[config.mk]
export PLATFORM = sky130hd
export DESIGN_NAME = cpu_bus_responder
export DESIGN_NICKNAME = d
export VERILOG_FILES = /design/src/rtl/cpu_bus_pkg.sv /design/src/rtl/cpu_bus_responder_axi.sv /design/src/rtl/cpu_bus_responder.sv
export SDC_FILE = /design/constraint.sdc
export NUM_CORES = 1
export LEC_CHECK = 0
export CORE_MARGIN = 4
export CORE_UTILIZATION = 45
export DETAILED_ROUTE_END_ITERATION = 8
export GPL_TIMING_DRIVEN = 0
export PLACE_DENSITY = 0.81
export SLEW_MARGIN = 20
export SYNTH_ARGS = -nofsm -noshare
export SYNTH_HDL_FRONTEND = slang
export SYNTH_SLANG_ARGS = --single-unit
[constraint.sdc]
create_clock -name clk -period 2.17 [get_ports clk]
set_input_delay 0.5425 -clock clk [delete_from_list [all_inputs] [get_ports clk]]
set_output_delay 0.5425 -clock clk [all_outputs]
set_load 0.02 [all_outputs]
[src/rtl/cpu_bus_pkg.sv]
`default_nettype none
// +----------------------------------------------------------------------------+
// | Package : cpu_bus_pkg                                                      |
// | Purpose : Shared types and constants for the CPU bus responder: address    |
// |           type encoding from addr_converter, AXI response codes, the       |
// |           responder state enum and the byte-lane select helper.            |
// | Revision: 1.0  initial release                                             |
// +----------------------------------------------------------------------------+
package cpu_bus_pkg;

   // Address-type encoding produced by addr_converter. It must stay identical
   // to the encoding on the addr_converter side.
   localparam logic [2:0] ADDR_TYPE_NOT_OP  = 3'd0;
   localparam logic [2:0] ADDR_TYPE_AXI     = 3'd1;
   localparam logic [2:0] ADDR_TYPE_ROM     = 3'd2;
   localparam logic [2:0] ADDR_TYPE_RAM     = 3'd3;
   localparam logic [2:0] ADDR_TYPE_BUTTON  = 3'd4;
   localparam logic [2:0] ADDR_TYPE_LED     = 3'd5;
   localparam logic [2:0] ADDR_TYPE_UNKNOWN = 3'd6;

   localparam logic [1:0] AXI_RESP_OKAY = 2'b00;

   typedef enum logic [2:0] {
      ST_IDLE     = 3'd0,
      ST_AR       = 3'd1,
      ST_R        = 3'd2,
      ST_AW_W     = 3'd3,
      ST_B        = 3'd4,
      ST_INT_WAIT = 3'd5,
      ST_DONE     = 3'd6
   } cpu_bus_state_t;

   // Pick the byte the CPU addressed out of a 32-bit AXI data word.
   function automatic logic [7:0] lane_byte(input logic [31:0] word,
                                            input logic [1:0]  lane);
      return word[8*lane +: 8];
   endfunction

endpackage
`default_nettype wire

[src/rtl/cpu_bus_responder_axi.sv]
`default_nettype none
// +----------------------------------------------------------------------------+
// | Module  : axi_lite_single_master                                           |
// | Purpose : Issues one AXI4-Lite read or write per start pulse and reports   |
// |           completion, response error or timeout combinationally so the    |
// |           caller can finish in the same cycle the response arrives.        |
// | Ports   : clk, reset_n            clock / async active-low reset           |
// |           start, start_*          transaction request (sampled in IDLE)    |
// |           done, err, timed_out    completion strobes (1 cycle)             |
// |           rdata                   R-channel data, valid with done on read  |
// |           m_axi_*                 AXI4-Lite master channels                |
// | Revision: 1.0  initial release                                             |
// +----------------------------------------------------------------------------+
module axi_lite_single_master
   import cpu_bus_pkg::*;
#(
   parameter int TIMEOUT_CYCLES = 1024
)
(
   input  logic        clk,
   input  logic        reset_n,
   input  logic        start,
   input  logic        start_read,
   input  logic [31:0] start_addr,
   input  logic [31:0] start_wdata,
   input  logic [3:0]  start_wstrb,
   output logic        done,
   output logic        err,
   output logic        timed_out,
   output logic [31:0] rdata,
   output logic [31:0] m_axi_awaddr,
   output logic        m_axi_awvalid,
   input  logic        m_axi_awready,
   output logic [31:0] m_axi_wdata,
   output logic [3:0]  m_axi_wstrb,
   output logic        m_axi_wvalid,
   input  logic        m_axi_wready,
   input  logic [1:0]  m_axi_bresp,
   input  logic        m_axi_bvalid,
   output logic        m_axi_bready,
   output logic [31:0] m_axi_araddr,
   output logic        m_axi_arvalid,
   input  logic        m_axi_arready,
   input  logic [31:0] m_axi_rdata,
   input  logic [1:0]  m_axi_rresp,
   input  logic        m_axi_rvalid,
   output logic        m_axi_rready
);

   localparam int             TW           = (TIMEOUT_CYCLES > 2) ? $clog2(TIMEOUT_CYCLES) : 1;
   localparam logic [TW-1:0]  C_TIMER_LAST = TW'(TIMEOUT_CYCLES - 1);

   cpu_bus_state_t r_state;
   logic [TW-1:0]  r_timer;

   logic w_busy;
   logic w_complete;
   logic w_expire;
   logic w_resp_err;
   logic w_aw_done;
   logic w_w_done;

   always_comb begin
      w_busy     = (r_state != ST_IDLE);
      w_complete = ((r_state == ST_R) && m_axi_rvalid) ||
                   ((r_state == ST_B) && m_axi_bvalid);
      // A real response in the last allowed cycle wins over the timeout.
      w_expire   = w_busy && (r_timer == C_TIMER_LAST) && !w_complete;
      w_resp_err = ((r_state == ST_R) && m_axi_rvalid && (m_axi_rresp != AXI_RESP_OKAY)) ||
                   ((r_state == ST_B) && m_axi_bvalid && (m_axi_bresp != AXI_RESP_OKAY));
      // A channel counts as finished once its valid has already dropped or
      // is handshaking right now.
      w_aw_done  = !m_axi_awvalid || m_axi_awready;
      w_w_done   = !m_axi_wvalid  || m_axi_wready;
   end

   assign done      = w_complete || w_expire;
   assign err       = w_resp_err || w_expire;
   assign timed_out = w_expire;
   assign rdata     = m_axi_rdata;

   always_ff @(posedge clk or negedge reset_n) begin
      if (!reset_n) begin
         r_state       <= ST_IDLE;
         r_timer       <= '0;
         m_axi_awaddr  <= '0;
         m_axi_awvalid <= 1'b0;
         m_axi_wdata   <= '0;
         m_axi_wstrb   <= '0;
         m_axi_wvalid  <= 1'b0;
         m_axi_bready  <= 1'b0;
         m_axi_araddr  <= '0;
         m_axi_arvalid <= 1'b0;
         m_axi_rready  <= 1'b0;
      end else begin
         if (w_busy) begin
            r_timer <= r_timer + 1'b1;
         end

         if (w_expire) begin
            m_axi_awvalid <= 1'b0;
            m_axi_wvalid  <= 1'b0;
            m_axi_arvalid <= 1'b0;
            m_axi_bready  <= 1'b0;
            m_axi_rready  <= 1'b0;
            r_state       <= ST_IDLE;
         end else begin
            case (r_state)
               ST_IDLE: begin
                  if (start) begin
                     r_timer <= '0;
                     if (start_read) begin
                        m_axi_araddr  <= start_addr;
                        m_axi_arvalid <= 1'b1;
                        r_state       <= ST_AR;
                     end else begin
                        m_axi_awaddr  <= start_addr;
                        m_axi_wdata   <= start_wdata;
                        m_axi_wstrb   <= start_wstrb;
                        m_axi_awvalid <= 1'b1;
                        m_axi_wvalid  <= 1'b1;
                        r_state       <= ST_AW_W;
                     end
                  end
               end
               ST_AR: begin
                  if (m_axi_arready) begin
                     m_axi_arvalid <= 1'b0;
                     m_axi_rready  <= 1'b1;
                     r_state       <= ST_R;
                  end
               end
               ST_R: begin
                  if (m_axi_rvalid) begin
                     m_axi_rready <= 1'b0;
                     r_state      <= ST_IDLE;
                  end
               end
               ST_AW_W: begin
                  if (w_aw_done && w_w_done) begin
                     m_axi_awvalid <= 1'b0;
                     m_axi_wvalid  <= 1'b0;
                     m_axi_bready  <= 1'b1;
                     r_state       <= ST_B;
                  end else begin
                     if (m_axi_awready) m_axi_awvalid <= 1'b0;
                     if (m_axi_wready)  m_axi_wvalid  <= 1'b0;
                  end
               end
               ST_B: begin
                  if (m_axi_bvalid) begin
                     m_axi_bready <= 1'b0;
                     r_state      <= ST_IDLE;
                  end
               end
               default: r_state <= ST_IDLE;
            endcase
         end
      end
   end

endmodule
`default_nettype wire

[src/rtl/cpu_bus_responder.sv]
`default_nettype none
// +----------------------------------------------------------------------------+
// | Module  : cpu_bus_responder                                                |
// | Purpose : Completes decoded CPU bus cycles. Dispatches each cycle to the   |
// |           AXI4-Lite master, the internal ROM/RAM port or the button/LED    |
// |           registers, holds cpu_ready low until the target answers and      |
// |           returns the read byte on cpu_rdata.                              |
// | Ports   : clk, reset_n              clock / async active-low reset         |
// |           req_valid, is_read,       decoded CPU cycle from addr_converter  |
// |           addr_type, A32, D32, wstrb                                       |
// |           cpu_ready, cpu_rdata      wait-state control and read byte       |
// |           m_axi_*                   AXI4-Lite master                       |
// |           int_*                     internal BRAM port                     |
// |           button, led, err_sticky   local registers / sticky error flag    |
// | Revision: 1.0  initial release                                             |
// +----------------------------------------------------------------------------+
module cpu_bus_responder
   import cpu_bus_pkg::*;
#(
   parameter int TIMEOUT_CYCLES = 1024,
   parameter int LED_WIDTH      = 8,
   parameter int BTN_WIDTH      = 4
)
(
   input  logic                 clk,
   input  logic                 reset_n,
   input  logic                 req_valid,
   input  logic                 is_read,
   input  logic [2:0]           addr_type,
   input  logic [31:0]          A32,
   input  logic [31:0]          D32,
   input  logic [3:0]           wstrb,
   output logic                 cpu_ready,
   output logic [7:0]           cpu_rdata,
   output logic [31:0]          m_axi_awaddr,
   output logic                 m_axi_awvalid,
   input  logic                 m_axi_awready,
   output logic [31:0]          m_axi_wdata,
   output logic [3:0]           m_axi_wstrb,
   output logic                 m_axi_wvalid,
   input  logic                 m_axi_wready,
   input  logic [1:0]           m_axi_bresp,
   input  logic                 m_axi_bvalid,
   output logic                 m_axi_bready,
   output logic [31:0]          m_axi_araddr,
   output logic                 m_axi_arvalid,
   input  logic                 m_axi_arready,
   input  logic [31:0]          m_axi_rdata,
   input  logic [1:0]           m_axi_rresp,
   input  logic                 m_axi_rvalid,
   output logic                 m_axi_rready,
   output logic                 int_en,
   output logic                 int_we,
   output logic [15:0]          int_addr,
   output logic [7:0]           int_wdata,
   output logic                 int_rom_sel,
   input  logic [7:0]           int_rdata,
   input  logic [BTN_WIDTH-1:0] button,
   output logic [LED_WIDTH-1:0] led,
   output logic                 err_sticky
);

   // Dispatch state. For AXI cycles this FSM sits in ST_AR (read) or ST_AW_W
   // (write) until the master reports done; the finer AR/R/AW_W/B phase
   // sequencing lives inside the AXI master.
   cpu_bus_state_t r_state;
   logic           r_is_read;
   logic [1:0]     r_lane;

   logic        w_axi_start;
   logic        w_axi_done;
   logic        w_axi_err;
   logic        w_axi_timeout;
   logic [31:0] w_axi_rdata;

   // The AXI master must see the request on the accepting edge so that
   // arvalid/awvalid rise together with the dispatch state change.
   assign w_axi_start = (r_state == ST_IDLE) && req_valid && (addr_type == ADDR_TYPE_AXI);

   axi_lite_single_master #(
      .TIMEOUT_CYCLES (TIMEOUT_CYCLES)
   ) u_axi (
      .clk           (clk),
      .reset_n       (reset_n),
      .start         (w_axi_start),
      .start_read    (is_read),
      .start_addr    (A32),
      .start_wdata   (D32),
      .start_wstrb   (wstrb),
      .done          (w_axi_done),
      .err           (w_axi_err),
      .timed_out     (w_axi_timeout),
      .rdata         (w_axi_rdata),
      .m_axi_awaddr  (m_axi_awaddr),
      .m_axi_awvalid (m_axi_awvalid),
      .m_axi_awready (m_axi_awready),
      .m_axi_wdata   (m_axi_wdata),
      .m_axi_wstrb   (m_axi_wstrb),
      .m_axi_wvalid  (m_axi_wvalid),
      .m_axi_wready  (m_axi_wready),
      .m_axi_bresp   (m_axi_bresp),
      .m_axi_bvalid  (m_axi_bvalid),
      .m_axi_bready  (m_axi_bready),
      .m_axi_araddr  (m_axi_araddr),
      .m_axi_arvalid (m_axi_arvalid),
      .m_axi_arready (m_axi_arready),
      .m_axi_rdata   (m_axi_rdata),
      .m_axi_rresp   (m_axi_rresp),
      .m_axi_rvalid  (m_axi_rvalid),
      .m_axi_rready  (m_axi_rready)
   );

   always_ff @(posedge clk or negedge reset_n) begin
      if (!reset_n) begin
         r_state     <= ST_IDLE;
         r_is_read   <= 1'b0;
         r_lane      <= 2'd0;
         cpu_ready   <= 1'b0;
         cpu_rdata   <= 8'h00;
         int_en      <= 1'b0;
         int_we      <= 1'b0;
         int_addr    <= 16'h0000;
         int_wdata   <= 8'h00;
         int_rom_sel <= 1'b0;
         led         <= '0;
         err_sticky  <= 1'b0;
      end else begin
         // BRAM strobes are single-cycle pulses.
         int_en <= 1'b0;
         int_we <= 1'b0;

         case (r_state)
            ST_IDLE: begin
               if (req_valid && (addr_type != ADDR_TYPE_NOT_OP)) begin
                  r_is_read <= is_read;
                  r_lane    <= A32[1:0];
                  int_addr  <= A32[15:0];
                  int_wdata <= D32[7:0];
                  case (addr_type)
                     ADDR_TYPE_AXI: begin
                        r_state <= is_read ? ST_AR : ST_AW_W;
                     end
                     ADDR_TYPE_ROM, ADDR_TYPE_RAM: begin
                        int_en      <= 1'b1;
                        int_we      <= !is_read && (addr_type == ADDR_TYPE_RAM);
                        int_rom_sel <= (addr_type == ADDR_TYPE_ROM);
                        r_state     <= ST_INT_WAIT;
                     end
                     ADDR_TYPE_BUTTON: begin
                        if (is_read) cpu_rdata <= 8'(button);
                        cpu_ready <= 1'b1;
                        r_state   <= ST_DONE;
                     end
                     ADDR_TYPE_LED: begin
                        if (is_read) cpu_rdata <= 8'(led);
                        else         led       <= D32[LED_WIDTH-1:0];
                        cpu_ready <= 1'b1;
                        r_state   <= ST_DONE;
                     end
                     default: begin
                        // Unmapped space: reads float high, writes vanish.
                        if (is_read) cpu_rdata <= 8'hFF;
                        cpu_ready <= 1'b1;
                        r_state   <= ST_DONE;
                     end
                  endcase
               end
            end
            ST_AR, ST_R, ST_AW_W, ST_B: begin
               if (w_axi_done) begin
                  if (r_is_read || w_axi_timeout) begin
                     cpu_rdata <= w_axi_err ? 8'hFF : lane_byte(w_axi_rdata, r_lane);
                  end
                  if (w_axi_err) err_sticky <= 1'b1;
                  cpu_ready <= 1'b1;
                  r_state   <= ST_DONE;
               end
            end
            ST_INT_WAIT: begin
               // int_rdata is sampled at the edge that closes the int_en pulse.
               if (r_is_read) cpu_rdata <= int_rdata;
               cpu_ready <= 1'b1;
               r_state   <= ST_DONE;
            end
            ST_DONE: begin
               // If the CPU already released the cycle this is a 1-cycle pulse.
               if (!req_valid) begin
                  cpu_ready <= 1'b0;
                  r_state   <= ST_IDLE;
               end
            end
            default: begin
               cpu_ready <= 1'b0;
               r_state   <= ST_IDLE;
            end
         endcase
      end
   end

endmodule
`default_nettype wire
==> summary.md, run 1 <==
| Metric | Value |
|---|---|
| EDFF count, synth | `0` |
| Pre-antenna DRT Iters | `4` |
| CP arrival | `2.40 ns` |
| Top cell type by total area after synthesis | `dfrtp_1` |
| Leakage Power | `roughly 5.0 nW` |
| Rows | `47` |
| Vias in the first global route | `roughly 6500` |
| Diodes inserted | `0` |
| CP max stage delay | `between 0.3 and 0.4 ns` |
| Tmin final | `2.10 ns` |
| Port Buffers | `275` |
| Final WL | `22.4 mm` |
| Slew headroom | `around 52%` |
| Synth warn | `0` |
| Synth Area per Inst | `between 10 and 15 µm²` |
| Critical Path Fanout Max | `10` |
| Cells along the critical path | `buf_6 -> or3_4 -> buf_6 -> nand3_2 -> o31a_1 -> clkbuf_4 -> a31oi_1 -> mux2_2` |
| Yosys top cell area share | `54.5%` |
| Congestion Overflow GR | `0` |
| Total clock sinks | `167` |
| Antenna-violating nets left | `0` |
| Post-synthesis cell type count | `59` |
| CP required | `2.47 ns` |
| Pwr/cell area | `1160 nW/µm²` |
| Gr usage total | `23.5%` |
| Core area | `16600 µm²` |
| Primary FF master, synth | `dfrtp_1` |
| Initial antenna violation count | `0` |
| Area contributors post-synth | `dfrtp_1, mux2_2, mux2_4, mux4_2, nand2_1` |
| Clock buffer depth | `2` |
| Post-Synthesis Cell Area | `7660 µm²` |
| Clock-pin transition on the worst setup and hold timing paths | `roughly 0.070 ns` |
| Outcome | `finished, final reports clean` |
| Root buf cell | `clkbuf_16` |
| Worst clock skew | `0.0145 ns` |
| Fill cell count | `roughly 1200` |
| Max IR drop VDD | `0.000802 V` |
| Min setup slack post-route | `0.0653 ns` |
| RSZ-0062 raised after global routing | `false` |
| Initial drt markers | `294` |
| Post-Syn Instances | `557` |
| Share of cells above drive strength 1 | `26.5%` |
| CTS tree | `built` |
| Post-synthesis sequential area ratio | `around 55%` |
| Final slew viol count | `0` |
| Die area | `19200 µm²` |
| Residual DRC count | `0` |
| Final setup violation count | `0` |
| F_max | `0.475 GHz` |
| Htree depth | `4` |
| Post-CTS Hold Fix Bufs | `0` |
| Max-cap viol count | `0` |
| First-pass GRT wire length | `35.9 mm` |
| Synth Register Bits | `167` |
| Total CTS buffers | `17` |
| Util after Layout | `between 60% and 70%` |
| GP Congestion | `about 0.87` |
| CP Launch Type | `register` |
| Worst-Skew Late Latency | `~0.42 ns` |
| Layout net count | `990` |
| DR WL/cell | `20.5 µm` |
| Die X | `139 µm` |
| Initial core utilization | `46.0%` |
| Crit Path Category | `register to register` |
| Worst slack, placed | `-0.900 ns` |
| CP max stage cell | `or3_4` |
| CP endpoint kind | `register` |
| Largest net degree at the start of global routing | `a little under 90` |
| Layout area overhead | `49.2%` |
| Least-Margin Pin Slew | `approximately 0.72 ns` |
| Via count | `between 5000 and 6000` |
| Post-Syn Nets | `686` |
| CP dominant cell by count | `buf_6` |
| Fin crit share | `97.0%` |
| Die Ht | `approximately 140 µm` |
| Asr flop ratio synth | `100%` |
| HPWL after detailed placement | `16.8 mm` |
| Avg Vias per Cell | `5.29` |
| HP Class | `input port to asynchronous set/reset pin` |
| Top Ports | `278` |
| Final hold viol count | `0` |
[cell type report]
cell class / count / area (µm²) / area share [%]
clock inverters: 12 / 88.8 / 0.777
flip-flops and latches: 167 / 4180 / 36.6
multi-input cells: 350 / 3300 / 28.8
clock buffers: 20 / 457 / 3.99
repair buffers: 285 / 2880 / 25.2
inverters: 10 / 37.5 / 0.328
well taps: 220 / 275 / 2.41
plain buffers: 30 / 220 / 1.93
[kinds of logic after synthesis]
logic type,synth area share [%]
AND/OR/NAND/NOR,7.51
flip-flops,54.5
XOR/XNOR,0.572
AO/OA/AOI/OAI,7.18
buffers and inverters,3.15
multiplexers,26.9
adder cells (fa/ha/maj),0.163
[per-stage QoR]
stage	cell area [µm²]	cells	hold slack [ns]	setup TNS, ns	power (W)
CTS	11300	1089	0.110	0	0.0132
global placement	10700	1052	0.464	-1081.95	0.0101
global route	11400	1094	0.127	0	0.0139
detailed placement	10700	1053	0.470	-98.86	0.0102
finish	11400	1094	0.0902	0	0.0132
floorplan	7660	557	0.247	0	0.00765
[routing by layer]
metal / vias to the layer above / track usage, % / share of wire, %
met5: - / 0 / 0
met4: 0 / 6.34 / 1.9
met3: 30 / 9.22 / 7.4
met2: 195 / 40.7 / 52
met1: 2920 / 27.2 / 38
li1: 2645 / - / -
[Yosys cell counts (2+ instances only)]
library cell,instances
dfrtp_1,167
mux2_2,86
mux2_4,50
nand2_1,31
a21oi_1,21
nor2_1,18
buf_2,12
nand3_1,11
buf_6,10
inv_1,10
mux2_1,9
a31oi_1,8
and3_1,8
mux4_2,8
o21ai_0,8
nor3_1,7
o211ai_1,7
mux2i_1,6
nor2b_1,6
clkbuf_1,5
o21bai_1,5
a32oi_1,4
o22ai_1,4
a221oi_1,3
a2bb2oi_1,3
nand2b_1,3
xnor2_1,3
a21o_1,2
and2_1,2
buf_1,2
nand3_2,2
nand3b_1,2
nand4_1,2
nor3_2,2
o211ai_2,2
o31ai_1,2
o32a_1,2
or2_2,2
xor2_1,2
[placed cells by master (no fill, tap or decap), drive strengths merged, types with 4 or more instances in the layout]
cell type and count:
nand2 32, nor2 20, a32oi 4, mux2i 6
nand3 13, a21oi 22, a31oi 8, mux4 8
clkinv 4, nor2b 6, buf 32, mux2 145
nor3 10, o22ai 4, dfrtp 167, and3 8
clkdlybuf4s50 271, o21ai 8, clkbuf 29, inv 15
o211ai 9, o21bai 5
[repair_timing]
| item | CTS | global route |
|---|---|---|
| buffers inserted | 4 | 5 |
| setup endpoints to repair | 141 | 34 |
| resized for setup | 7 | 16 |
| gates cloned | 0 | 0 |
| pin swaps | 4 | 1 |
[registers in the layout, summed over array words and instances, names as in the netlist, 4 cells and up]
signal and count:
cpu_rdata 8, int_addr 16, int_wdata 8, led 8
u_axi.m_axi_araddr 32, u_axi.m_axi_awaddr 32, u_axi.m_axi_wdata 32, u_axi.m_axi_wstrb 4
u_axi.r_timer 10
[worst max-delay path, delay by kind of cell, from the launching register on]
family / cells / cell delay [ns]
mux: 1 / 0.29
flops: 1 / 0.37
buf+inv: 3 / 0.50
simple gates: 2 / 0.50
compound gates: 2 / 0.32
[final timing paths]
check	startpoint	to	slack, ns	cells past startpoint
worst max-delay path	u_axi.r_state[0]$_DFFE_PN0P_	cpu_rdata[6]$_DFFE_PN0P_	0.07	8
worst min-delay path	reset_n	u_axi.m_axi_araddr[24]$_DFFE_PN0P_	0.09	1
min in group clk	err_sticky$_DFFE_PN0P_	err_sticky$_DFFE_PN0P_	0.48	1
worst max register to register	u_axi.r_state[0]$_DFFE_PN0P_	cpu_rdata[6]$_DFFE_PN0P_	0.07	8
worst min register to register	err_sticky$_DFFE_PN0P_	err_sticky$_DFFE_PN0P_	0.48	1
max in group asynchronous	reset_n	led[4]$_DFFE_PN0P_	1.25	2
[report_power, final]
group	switching, W	leakage (nW)	total [W]	internal [W]
logic	0.00274	2.58	0.00577	0.00303
registers	0.000609	2.18	0.00464	0.00403
clock network	0.00126	0.265	0.00280	0.00154
No activity file was read; power rests on OpenSTA's default activity.
==> run 2: changes to the inputs <==
SYNTH_HIERARCHICAL = 1   (was default)
==> summary.md, run 2 <==
| Metric | Value |
|---|---|
| Outcome | `finished, violations left (was finished, final reports clean)` |
| Failing checks | `negative setup slack` |
| CP max stage delay | `0.56 ns (was 0.38 ns)` |
| Die Ht | `137 µm (was 139 µm)` |
| Cells along the critical path | `or3_4 -> clkbuf_16 -> nor4_4 -> or4b_4 -> nor2_8 -> buf_12 -> buf_12 -> buf_8 -> mux2_2 (was buf_6 -> or3_4 -> buf_6 -> nand3_2 -> o31a_1 -> clkbuf_4 -> a31oi_1 -> mux2_2)` |
| Asr flop ratio synth | `100% (unchanged)` |
| Reg2reg end | `u_axi/m_axi_wdata[26]$_DFFE_PN0P_ (was cpu_rdata[6]$_DFFE_PN0P_)` |
| Synth Area per Inst | `13.5 µm² (was 13.8 µm²)` |
| Core area | `16500 µm² (was 16600 µm²)` |
| Total CTS buffers | `17 (unchanged)` |
| Layout area overhead | `55.3% (was 49.2%)` |
| Port Buffers | `244 (was 275)` |
| Synth Register Bits | `167 (unchanged)` |
| CP dominant cell by count | `buf_12 (was buf_6)` |
| Diodes inserted | `0 (unchanged)` |
| CP max stage cell | `or4b_4 (was or3_4)` |
| First-pass GRT wire length | `35.2 mm (was 35.9 mm)` |
| Max IR drop VDD | `0.000694 V (was 0.000802 V)` |
| Rows | `47 (unchanged)` |
| Total clock sinks | `167 (unchanged)` |
| Congestion Overflow GR | `0 (unchanged)` |
| Top Ports | `278 (unchanged)` |
| Top cell type by total area after synthesis | `dfrtp_1 (unchanged)` |
| Yosys top cell area share | `55.5% (was 54.5%)` |
| Residual DRC count | `0 (unchanged)` |
| Post-Syn Nets | `688 (was 686)` |
| Commonest non-fill, non-tap cell in the layout | `clkdlybuf4s50_1 (unchanged)` |
| Post-Synthesis Cell Area | `7530 µm² (was 7660 µm²)` |
| Slew headroom | `43.6% (was 51.5%)` |
| Multi-input gate area | `3190 µm² (was 3300 µm²)` |
| Antenna-violating nets left | `0 (unchanged)` |
| CP endpoint kind | `register (unchanged)` |
| R2R Setup Slk | `-0.54 ns (was 0.07 ns)` |
| Tmin final | `2.71 ns (was 2.10 ns)` |
| Min setup slack post-route | `-0.540 ns (was 0.0653 ns)` |
| Pwr/cell area | `1320 nW/µm² (was 1160 nW/µm²)` |
| RSZ-0062 raised after global routing | `true (was false)` |
| Final setup violation count | `133 (was 0)` |
| Post-CTS Hold Fix Bufs | `0 (unchanged)` |
| Largest net degree at the start of global routing | `93 (was 89)` |
| Overall Power | `0.0154 W (was 0.0132 W)` |
| Worst clock skew | `0.00822 ns (was 0.0145 ns)` |
| Crit Path Category | `register to register (unchanged)` |
| Initial drt markers | `496 (was 294)` |
| Layout net count | `979 (was 990)` |
| Synth warn | `6 (was 0)` |
| F_max | `0.369 GHz (was 0.475 GHz)` |
| Post-synthesis sequential area ratio | `55.5% (was 54.5%)` |
| Area contributors post-synth | `dfrtp_1, mux2_2, buf_4, mux4_2, o211ai_1 (was dfrtp_1, mux2_2, mux2_4, mux4_2, nand2_1)` |
| Pre-antenna DRT Iters | `5 (was 4)` |
| Fin crit share | `125% (was 97.0%)` |
| Max-cap viol count | `0 (unchanged)` |
| Clock-pin transition on the worst setup and hold timing paths | `0.07 ns (about the same)` |
| R2r startpoint | `r_state[1]$_DFFE_PN0P_ (was u_axi.r_state[0]$_DFFE_PN0P_)` |
| Most frequent cells after synthesis | `dfrtp_1, mux2_2, buf_4, nand2_1, o211ai_1 (was dfrtp_1, mux2_2, mux2_4, nand2_1, a21oi_1)` |
| Share of cells above drive strength 1 | `33.8% (was 26.5%)` |
| Sequential Area | `4180 µm² (about the same)` |
| Util after Layout | `71.0% (was 68.7%)` |
| Most instantiated library cell after synthesis | `dfrtp_1 (unchanged)` |
| HP Class | `input port to asynchronous set/reset pin (unchanged)` |
| Die area | `18900 µm² (was 19200 µm²)` |
| Die X | `137 µm (was 139 µm)` |
| R2R depth | `9 (was 8)` |
| Post-synthesis cell type count | `59 (unchanged)` |
| Initial antenna violation count | `0 (unchanged)` |
| CP arrival | `3.02 ns (was 2.40 ns)` |
| Hold Slack | `0.0748 ns (was 0.0902 ns)` |
| Via count | `5838 (was 5790)` |
| HPWL after detailed placement | `16.2 mm (was 16.8 mm)` |
| Final WL | `23.9 mm (was 22.4 mm)` |
| Post-Syn Instances | `559 (was 557)` |
| CP Launch Type | `register (unchanged)` |
| EDFF count, synth | `0 (unchanged)` |
| Final slew viol count | `0 (unchanged)` |
| Worst-Skew Late Latency | `0.42 ns (about the same)` |
| Primary FF master, synth | `dfrtp_1 (unchanged)` |
| Final hold viol count | `0 (unchanged)` |
| Top flop regs | `u_axi/m_axi_araddr (32), u_axi/m_axi_awaddr (32), u_axi/m_axi_wdata (32) (was u_axi.m_axi_araddr (32), u_axi.m_axi_awaddr (32), u_axi.m_axi_wdata (32))` |
| Fill cell count | `1074 (was 1172)` |
| Gr usage total | `24.7% (was 23.5%)` |
| Vias in the first global route | `6298 (was 6519)` |
| Avg Vias per Cell | `5.39 (was 5.29)` |
| Initial core utilization | `45.7% (was 46.0%)` |
| Least-Margin Pin Slew | `0.839 ns (was 0.722 ns)` |
| GP Congestion | `0.843 (was 0.868)` |
| CTS tree | `built (unchanged)` |
| CP required | `2.48 ns (was 2.47 ns)` |
| Leakage Power | `5.20 nW (was 5.02 nW)` |
| Clock buffer depth | `2 (unchanged)` |
| Htree depth | `4 (unchanged)` |
| DR WL/cell | `22.1 µm (was 20.5 µm)` |
| Root buf cell | `clkbuf_16 (unchanged)` |
| Most frequent cells in the layout | `clkdlybuf4s50_1, dfrtp_1, mux2_2 (unchanged)` |
| Critical Path Fanout Max | `10 (unchanged)` |
-- run 2: how the worst max path moves through the flow --
stage / from / endpoint / slack (ns)
floorplan: r_state[1]$_DFFE_PN0P_ / u_axi/m_axi_awaddr[10]$_DFFE_PN0P_ / -0.53
global placement: reset_n / u_axi/m_axi_wdata[12]$_DFFE_PN0P_ / -5.92
detailed placement: req_valid / u_axi/m_axi_wdata[30]$_DFFE_PN0P_ / -1.14
CTS: r_state[1]$_DFFE_PN0P_ / u_axi/m_axi_wdata[7]$_DFFE_PN0P_ / -0.49
global route: r_state[1]$_DFFE_PN0P_ / u_axi/m_axi_wdata[18]$_DFFE_PN0P_ / -0.57
finish: r_state[1]$_DFFE_PN0P_ / u_axi/m_axi_wdata[26]$_DFFE_PN0P_ / -0.54
-- run 2: cell type report --
cell class | instances | share of cell area (%)
flip-flops and latches | 167 | 35.8
clock inverters | 14 | 1.80
plain buffers | 60 | 4.44
repair buffers | 274 | 24.2
clock buffers | 18 | 3.67
inverters | 12 | 0.385
well taps | 220 | 2.36
multi-input cells | 318 | 27.3
-- run 2: layer usage --
layer | vias up | global-route usage (%) | part of all wire [%]
li1 | 2585 | - | -
met1 | 2921 | 28.5 | 37
met2 | 269 | 43.0 | 53
met3 | 63 | 8.00 | 7.1
met4 | 0 | 9.04 | 3.0
met5 | - | 0 | 0
-- run 2: repair_timing --
item / 4_1_cts / 5_1_grt
resized for setup: 66 / 27
hold endpoints to repair: 0 / 0
endpoints found under the setup margin: 139 / 144
buffers inserted: 18 / 8
pin swaps: 8 / 7
cloned: 2 / 2
-- run 2: critical path, delay by kind of cell (launching register included) --
| family | cells | cell delay [ns] |
|---|---|---|
| buf+inv | 4 | 0.56 |
| simple gates | 4 | 1.29 |
| mux | 1 | 0.34 |
| flops | 1 | 0.40 |
-- run 2: cells by family after synthesis --
kind of cell	count (synthesis)	synth area share [%]
AOI/OAI and AO/OA	74	6.75
xor gates and xnor gates	1	0.116
adders and majority gates	1	0.166
buffers and inverters	74	6.15
DFF	167	55.5
muxes	153	24.0
and+or+nand+nor	89	7.25
-- run 2: metrics by stage --
stage	cell area (µm²)	setup slack (ns)	std cells	setup TNS [ns]
after detailed placement	10400	-1.14	1024	-123.54
after floorplan	7610	-0.534	559	-37.61
after CTS	11500	-0.486	1074	-37.71
after global routing	11700	-0.572	1083	-53.32
after global placement	10300	-5.92	1023	-1099.05
final	11700	-0.540	1083	-46.29
-- run 2: power breakdown --
group | internal [W] | switching [W] | total (W) | leakage [nW]
clock network | 0.00196 | 0.00132 | 0.00328 | 0.306
registers | 0.00424 | 0.000727 | 0.00497 | 2.18
logic | 0.00369 | 0.00343 | 0.00712 | 2.71
